## src/rtl/mdu_hilo_pkg.sv

```systemverilog
// Shared definitions for the HI/LO multiply/divide unit: op codes, FSM
// states, divide latency and small operand helpers.
package mdu_hilo_pkg;

  typedef enum logic [2:0] {
    MDU_MULT  = 3'd0,
    MDU_MULTU = 3'd1,
    MDU_DIV   = 3'd2,
    MDU_DIVU  = 3'd3,
    MDU_MTHI  = 3'd4,
    MDU_MTLO  = 3'd5
  } mdu_op_e;

  typedef enum logic [1:0] {
    ST_IDLE = 2'd0,
    ST_MUL  = 2'd1,
    ST_DIV  = 2'd2
  } mdu_state_e;

  // 32 radix-2 iterations plus one sign-fix/write cycle.
  localparam int unsigned DIV_CYCLES = 33;

  // Multi-cycle ops that hold the pipeline while they run.
  function automatic logic is_long_op(input logic [2:0] op);
    return (op == MDU_MULT) || (op == MDU_MULTU) ||
           (op == MDU_DIV)  || (op == MDU_DIVU);
  endfunction

  // Magnitude of a value that is negative when neg is set.
  function automatic logic [31:0] mag32(input logic [31:0] x, input logic neg);
    return neg ? (32'd0 - x) : x;
  endfunction

endpackage

```

## src/rtl/mdu_hilo_div_radix2.sv

```systemverilog
// Iterative unsigned 32/32 restoring divider, one quotient bit per cycle.
// Operands are captured on start; done pulses one cycle after the last
// iteration, while quotient/remainder hold the final values.
module div_radix2
  import mdu_hilo_pkg::*;
(
  input  logic        clk,
  input  logic        rst,
  input  logic        start,
  input  logic        cancel,
  input  logic [31:0] dividend,
  input  logic [31:0] divisor,
  output logic        done,
  output logic [31:0] quotient,
  output logic [31:0] remainder
);

  logic [31:0] rem_q;
  logic [31:0] quo_q;
  logic [31:0] dvs_q;
  logic [5:0]  cnt_q;
  logic        run_q;
  logic        fin_q;
  logic [32:0] shifted;
  logic [32:0] diff;

  // Trial subtraction of the divisor from the partial remainder shifted
  // left by the next dividend bit.
  always_comb begin
    shifted = {rem_q, quo_q[31]};
    diff    = shifted - {1'b0, dvs_q};
  end

  // Iteration sequencer: load on start, step while running, flag completion.
  always_ff @(posedge clk or negedge rst) begin
    if (!rst) begin
      rem_q <= '0;
      quo_q <= '0;
      dvs_q <= '0;
      cnt_q <= '0;
      run_q <= 1'b0;
      fin_q <= 1'b0;
    end else if (cancel) begin
      run_q <= 1'b0;
      fin_q <= 1'b0;
    end else if (start) begin
      quo_q <= dividend;
      rem_q <= '0;
      dvs_q <= divisor;
      cnt_q <= '0;
      run_q <= 1'b1;
      fin_q <= 1'b0;
    end else if (run_q) begin
      if (!diff[32]) begin
        rem_q <= diff[31:0];
        quo_q <= {quo_q[30:0], 1'b1};
      end else begin
        rem_q <= shifted[31:0];
        quo_q <= {quo_q[30:0], 1'b0};
      end
      cnt_q <= cnt_q + 6'd1;
      if (cnt_q == 6'(DIV_CYCLES - 2)) begin
        run_q <= 1'b0;
        fin_q <= 1'b1;
      end
    end else begin
      fin_q <= 1'b0;
    end
  end

  assign done      = fin_q;
  assign quotient  = quo_q;
  assign remainder = rem_q;

endmodule

```

## src/rtl/mdu_hilo.sv

```systemverilog
// Multiply/divide unit owning the architectural HI/LO registers. MULT/DIV
// run over several cycles and request a stall; MTHI/MTLO write in one cycle.
// An exception flush cancels any operation without touching HI/LO.
module mdu_hilo
  import mdu_hilo_pkg::*;
#(
  parameter int unsigned MUL_CYCLES = 2
)(
  input  logic        clk,
  input  logic        rst,
  input  logic        op_valid,
  input  logic [2:0]  op,
  input  logic [31:0] src_a,
  input  logic [31:0] src_b,
  input  logic        flush,
  output logic        busy,
  output logic        done,
  output logic [31:0] hi,
  output logic [31:0] lo
);

  mdu_state_e  state_q;
  logic [2:0]  cnt_q;
  logic [63:0] mul_a_q;
  logic [63:0] mul_b_q;
  logic        q_neg_q;
  logic        r_neg_q;
  logic        dz_q;
  logic [31:0] dz_a_q;
  logic [31:0] hi_q;
  logic [31:0] lo_q;

  logic        is_signed_div;
  logic        a_neg;
  logic        b_neg;
  logic        accept;
  logic        div_start;
  logic        div_fin;
  logic [31:0] div_quo;
  logic [31:0] div_rem;
  logic        mul_done;
  logic        done_raw;
  logic [63:0] product;
  logic [31:0] div_lo;
  logic [31:0] div_hi;

  // Issue decode and operand sign analysis for the divider.
  always_comb begin
    accept        = (state_q == ST_IDLE) && op_valid && !flush;
    is_signed_div = (op == MDU_DIV);
    a_neg         = is_signed_div && src_a[31];
    b_neg         = is_signed_div && src_b[31];
    div_start     = accept && ((op == MDU_DIV) || (op == MDU_DIVU));
  end

  div_radix2 u_div (
    .clk       (clk),
    .rst       (rst),
    .start     (div_start),
    .cancel    (flush),
    .dividend  (mag32(src_a, a_neg)),
    .divisor   (mag32(src_b, b_neg)),
    .done      (div_fin),
    .quotient  (div_quo),
    .remainder (div_rem)
  );

  // Result formation, completion pulse and stall request.
  always_comb begin
    product  = mul_a_q * mul_b_q;
    // Divide by zero bypasses the sign fix so signed and unsigned agree.
    if (dz_q) begin
      div_lo = '1;
      div_hi = dz_a_q;
    end else begin
      div_lo = q_neg_q ? (32'd0 - div_quo) : div_quo;
      div_hi = r_neg_q ? (32'd0 - div_rem) : div_rem;
    end
    mul_done = (state_q == ST_MUL) && (cnt_q == 3'(MUL_CYCLES - 1));
    done_raw = mul_done || ((state_q == ST_DIV) && div_fin);
    done     = done_raw && !flush;
    busy     = (accept && is_long_op(op)) ||
               ((state_q != ST_IDLE) && !done_raw && !flush);
  end

  // Control FSM plus HI/LO register file.
  always_ff @(posedge clk or negedge rst) begin
    if (!rst) begin
      state_q <= ST_IDLE;
      cnt_q   <= '0;
      mul_a_q <= '0;
      mul_b_q <= '0;
      q_neg_q <= 1'b0;
      r_neg_q <= 1'b0;
      dz_q    <= 1'b0;
      dz_a_q  <= '0;
      hi_q    <= '0;
      lo_q    <= '0;
    end else if (flush) begin
      state_q <= ST_IDLE;
      cnt_q   <= '0;
    end else begin
      case (state_q)
        ST_IDLE: begin
          if (op_valid) begin
            case (op)
              MDU_MULT, MDU_MULTU: begin
                // Sign- or zero-extend so the low 64 product bits are exact.
                mul_a_q <= {{32{(op == MDU_MULT) && src_a[31]}}, src_a};
                mul_b_q <= {{32{(op == MDU_MULT) && src_b[31]}}, src_b};
                cnt_q   <= '0;
                state_q <= ST_MUL;
              end
              MDU_DIV, MDU_DIVU: begin
                q_neg_q <= a_neg ^ b_neg;
                r_neg_q <= a_neg;
                dz_q    <= (src_b == 32'd0);
                dz_a_q  <= src_a;
                cnt_q   <= '0;
                state_q <= ST_DIV;
              end
              MDU_MTHI: hi_q <= src_a;
              MDU_MTLO: lo_q <= src_a;
              default: ;
            endcase
          end
        end
        ST_MUL: begin
          if (mul_done) begin
            hi_q    <= product[63:32];
            lo_q    <= product[31:0];
            state_q <= ST_IDLE;
          end else begin
            cnt_q <= cnt_q + 3'd1;
          end
        end
        ST_DIV: begin
          if (div_fin) begin
            hi_q    <= div_hi;
            lo_q    <= div_lo;
            state_q <= ST_IDLE;
          end
        end
        default: state_q <= ST_IDLE;
      endcase
    end
  end

  assign hi = hi_q;
  assign lo = lo_q;

endmodule

```

## config.mk

```make
export PLATFORM = sky130hd
export DESIGN_NAME = mdu_hilo
export DESIGN_NICKNAME = d
export VERILOG_FILES = /design/src/rtl/mdu_hilo_pkg.sv /design/src/rtl/mdu_hilo_div_radix2.sv /design/src/rtl/mdu_hilo.sv
export SDC_FILE = /design/constraint.sdc
export NUM_CORES = 2
export LEC_CHECK = 0
export CAP_MARGIN = 20
export CORE_ASPECT_RATIO = 0.6
export CORE_MARGIN = 2
export CORE_UTILIZATION = 30
export CTS_CLUSTER_DIAMETER = 30
export DETAILED_ROUTE_END_ITERATION = 8
export SYNTH_ARGS = -nofsm -noshare
export SYNTH_HDL_FRONTEND = slang
export SYNTH_SLANG_ARGS = --single-unit
```

## constraint.sdc

```tcl
create_clock -name clk -period 7.6 [get_ports clk]
set_clock_uncertainty 0.2 [all_clocks]
set_input_delay 1.52 -clock clk [delete_from_list [all_inputs] [get_ports clk]]
set_output_delay 1.52 -clock clk [all_outputs]
set_load 0.02 [all_outputs]
```

# Word-level counts from Yosys, hierarchy flattened
# Index checks and enable logic that the tools add are counted.
[totals] mem_bits_ro=0 ram_bits=0 reg_bits=274 mem_count=0 wordCells=129 latchBits=0
[classes] n_div=0 order_cmp=0 reduce_logical=39 n_bitwise=2 mul=1 addsub=7 shifts=0 muxes=43 eq_ne=21
[ops] op="$mux 32" n=19
[ops] op="$pmux 32 s3" n=2
[ops] op="$sub 1x32->32 const A" n=4
[ops] op="$mul 33x33->64" n=1
[ops] op="$sub 33x32->33" n=1
[ops] op="$logic_not 32->1" n=1
[ops] op="$reduce_and 4->1" n=4
[ops] op="$logic_and 1x1->1" n=13
[ops] op="$mux 3" n=4
[ops] op="$mux 6" n=2
[ops] op="$ne 3x3->1 const B" n=4
[ops] op="$reduce_and 6->1" n=2
[ops] op="$mux 1" n=9
[ops] op="$mux 2" n=4
[ops] op="$add 6x1->6 const B" n=1
[ops] op="$eq 3x1->1 const B" n=2
[ops] op="$eq 3x2->1 const B" n=2
[ops] op="$eq 3x3->1 const B" n=2
[ops] op="$eq 6x5->1 const B" n=1
[ops] op="$logic_or 1x1->1" n=6
[ops] op="$ne 2x1->1 const B" n=3
[ops] op="$pmux 2 s3" n=1
[ops] op="$pmux 3 s2" n=1
[ops] op="$reduce_bool 3->1" n=2
[ops] op="17 further kinds" n=22

# Longest topological paths before layout
[logic_depth] ltp_word=7 depth_mapped=30 ltp_nobuf=27

# Hierarchy
# From an unflattened synthesis, not the netlist that was laid out.
[unflattened] cells_unflattened=6118 area_unflattened_um2=55218.0
[by_module_without_submodules] mod="mdu_hilo" area_each_um2=48929.4 instances=1 cells_each=5415
[by_module_without_submodules] mod="div_radix2" area_each_um2=6288.5 instances=1 cells_each=703

# Worst setup path before layout
# No wires, ideal clock.
[synth_timing] path_type="register to register" start="register mul_a_q[32]" end="register hi_q[28] (netlist: hi[28])" arrival_time_ns=7.870 n_path_buf=2 path_stages_with_launch=26 setup_ns=0.104 slack_ns=-0.574 cell_sequence="dfrtp_1 > clkbuf_1 > nand2_1 > inv_1 > fa_1 > fa_1 > fa_1 > fa_1 > inv_1 > fa_1 > inv_1 > fa_1 > fa_1 > inv_1 > fa_1 > inv_1 > ha_1 > clkbuf_1 > and3_1 > o211ai_1 > o21ai_0 > nor3_1 > a21oi_1 > a21oi_1 > or4b_2 > a221oi_1"
[synth_via] elab_chain_cells=3
[synth_rtl] element="from (decl)" line="mdu_hilo.sv:24" source="logic [63:0] mul_a_q;"
[synth_rtl] element="from (signal assigned)" line="mdu_hilo.sv:109" source="mul_a_q <= {{32{(op == MDU_MULT) && src_a[31]}}, src_a};"
[synth_rtl] element="$mul 33x33->64" line="mdu_hilo.sv:70" source="product = mul_a_q * mul_b_q;"
[synth_rtl] element="$mux 32" line="mdu_hilo.sv:129" source="if (mul_done) begin"
[synth_rtl] element="$pmux 32 s3" line="mdu_hilo.sv:103" source="case (state_q)"
[synth_rtl] element="to (signal assigned)" line="mdu_hilo.sv:122" source="MDU_MTHI: hi_q <= src_a;"
[synth_rtl] element="to (signal assigned)" line="mdu_hilo.sv:130" source="hi_q <= product[63:32];"
[synth_rtl] element="to (signal assigned)" line="mdu_hilo.sv:139" source="hi_q <= div_hi;"
[synth_rtl] element="to (decl)" line="mdu_hilo.sv:30" source="logic [31:0] hi_q;"
# No other way between the ends. The select of a mux whose other input is x is not followed.
# A chain may end at the register's enable or synchronous reset.

# Worst setup path after layout
# Ends and elaborated chain as after synthesis.

==> out/summary.txt <==
Outcome: finished with violations
Violated checks: setup timing
MaxCap Viol Count: 0
Final WL: 183000 µm
Slowest cell delay on critical path: 0.63 ns
Vias/cell: 4.90
Worst slew margin: 0.224
Detail Route Antenna Nets: 0
Routed via count: 44.1k
RR Endpoint: hi[28]
Chip width: 557 µm
R2R setup slack: -0.33 ns
Post-synth EDFFs: 0
Gr ovfl total: 0
Top-count cell post-synth: inv_1
Initial DRC Count: 3692
Worst path bufs/invs: 9
HP Class: reg -> reg
Max Clk Rate: 126 MHz
Synth unique cells: 75
Cell row count: 121
Worst-Margin Slew: 1.15 ns
Hold depth: 2
Area grow syn2layout: 21.9%
TritonCTS sink count: 274
Hold Path End: dz_a_q[3]
Most used cell, CP: fa_1
WL per Instance: 20.3 µm
Worst r2r path cells: 28
Pre-antenna DRT Iters: 6
GP Congestion: 0.967
Hold_buf cts: 0
Clk slew on worst S/H paths: 0.06 ns
Most common flop cell mapped by yosys: dfrtp_1
CP delay by family, top: adder cells
Cell count after synthesis: 6140
First-pass GRT wire length: 282000 µm
Largest area contributor in the netlist: fa_1
Maximum buffer depth of the clock tree: 3
Hold wc startpoint: dz_a_q[3]
Area contributors post-synth: fa_1 41%, dfrtp_1 12%, inv_1 8.1%
Fin. Hold Viols: 0
Core area: 182000 µm²
H-Tree Level Count: 2
Largest net degree at the start of global routing: 131
Total Nets Final: 8025
Post-Syn Area: 55000 µm²
Fin cells: 9017
Critical Path AT: 8.28 ns
Fin crit share: 1.04
Worst setup margin: -0.329 ns
Register area share after synthesis: 0.125
Seq cells post-synth: 274
DP Cell Count: 8876
Ys async rst share: 1.00
Initial antenna violation count: 5
RSZ-0062 raised after global routing: yes
Max-slew violations: 0
Final HPWL DP: 152000 µm
Port bufs: 136
CTS buffer count: 54
Synth Net Count: 7592
CP max stage cell: fa_2
RR Startpoint: mul_a_q[32]
Yosys top cell area share: 0.410
Post-layout min period: 7.93 ns
Die ar.: 187000 µm²
Vias in the first global route: 45.8k
Skew-Pair Late Insertion Delay: 0.64 ns
GRT Util Overall: 0.197
Die height: 336 µm
DRC Markers: 0
Starting density of the core: 0.303
CP Class: reg -> reg
CTS tree: yes
Yosys warnings: 0
Io pins: 137
Share of cells above drive strength 1: 0.151
Fill count: 18.2k
Syn_area_per_cell: 8.96 µm²
Crit start category: flip-flop
# setup viols final: 28
Worst setup EP type: flip-flop
WP data required: 7.95 ns
Crit-path max FO: 9
Commonest cells in the synthesized netlist: 1181 x inv_1, 1126 x fa_1, 889 x nand2_1
Root Buffer: clkbuf_16
[cells by family after synthesis]
family                   count (synthesis)  share of synthesized area
AND/OR/NAND/NOR                       1881                      0.165
buffers and inverters                 1533                      0.105
adder cells (fa/ha/maj)               1381                      0.468
AO/OA/AOI/OAI                          755                     0.0833
flip-flops                             274                      0.125
XOR/XNOR                               217                     0.0347
multiplexers                            99                     0.0195
[routing by layer]
layer  vias up  global-route usage  wire length, µm
met5         -             0.00930              253
met4         6              0.0437             4350
met3       204              0.0706            20700
met2      1749               0.272            73600
met1     22601               0.288            83800
li1      19583                   -                -
[worst reg2reg max path, delay by kind of cell, from the launching register on]
family                   cells  cell delay [ns]
adder cells (fa/ha/maj)      9             4.56
AND/OR/NAND/NOR              6             1.25
buffers and inverters        9             0.91
AO/OA/AOI/OAI                4             0.55
flip-flops                   1             0.39
[sequential cells by signal, summed over array words and instances, names as in the netlist]
name,count
dz_q,1
u_div.remainder,32
hi,32
q_neg_q,1
r_neg_q,1
dz_a_q,32
mul_b_q,33
state_q,2
u_div.quotient,32
u_div.dvs_q,32
u_div.done,1
lo,32
cnt_q,3
u_div.run_q,1
u_div.cnt_q,6
mul_a_q,33
[per-stage QoR]
step	util	cell area (µm²)	worst slack, ns	hold WS [ns]	TNS [ns]
2_1_floorplan	-	55100	-0.141	0.246	-0.215
3_3_place_gp	0.349	63300	-0.651	0.258	-12.21
3_5_place_dp	0.349	63300	-0.724	0.263	-13.97
4_1_cts	0.364	66100	-0.349	0.277	-3.87
5_1_grt	0.369	67000	-0.537	0.296	-11.36
6_report	0.369	67000	-0.329	0.276	-3.33
[layout make-up]
type / instances / area [µm²] / share of cell area
clock buffers: 64 / 1470 / 0.0219
inverters: 1181 / 4440 / 0.0662
clock inverters: 36 / 589 / 0.00879
well taps: 2398 / 3000 / 0.0447
diodes: 2 / 5.00 / 0.0000746
multi-input cells: 4333 / 43700 / 0.651
flip-flops and latches: 274 / 6880 / 0.103
repair buffers: 729 / 7000 / 0.104
[cells in the final DEF (no fill, tap or decap), types with 12 or more instances in the layout]
cell type,instances
o21a_1,15
o21ai_0,241
or4_1,13
bufinv_16,12
o31ai_1,49
dfrtp_2,15
dfrtp_1,259
and3_1,16
inv_2,21
clkbuf_16,55
nand2_1,884
buf_12,85
fa_2,23
mux2_2,64
nor2_1,181
nand4_1,19
inv_1,1159
buf_4,478
mux2i_1,34
ha_4,30
clkdlybuf4s50_1,135
o21ai_1,22
nand2b_1,31
a21oi_1,159
buf_6,28
or3_1,18
xor2_1,81
fa_1,1103
a31oi_1,37
nor3_1,38
a211oi_1,15
nand3_1,47
ha_1,222
and2_4,13
a21o_1,55
and2_1,537
xnor2_1,125
a21oi_2,18
[what timing repair did]
action	in CTS	in global routing
pin swaps	70	111
hold endpoints to repair	0	0
resized for setup	144	154
setup buffers	14	26
setup endpoints to repair	39	44
cloned	0	1
[worst max path at each step]
stage	slack [ns]	depth (start not counted)	from	endpoint
floorplan	-0.14	24	mul_b_q[2]	hi[28]
global placement	-0.65	25	mul_a_q[13]	hi[31]
detailed placement	-0.72	27	mul_a_q[11]	hi[31]
CTS	-0.35	27	mul_b_q[1]	hi[28]
global route	-0.54	28	mul_a_q[32]	hi[28]
finish	-0.33	28	mul_a_q[32]	hi[28]
Power is not shown: default switching activity piles up to over one toggle a cycle in this logic, so the estimate is an artifact.
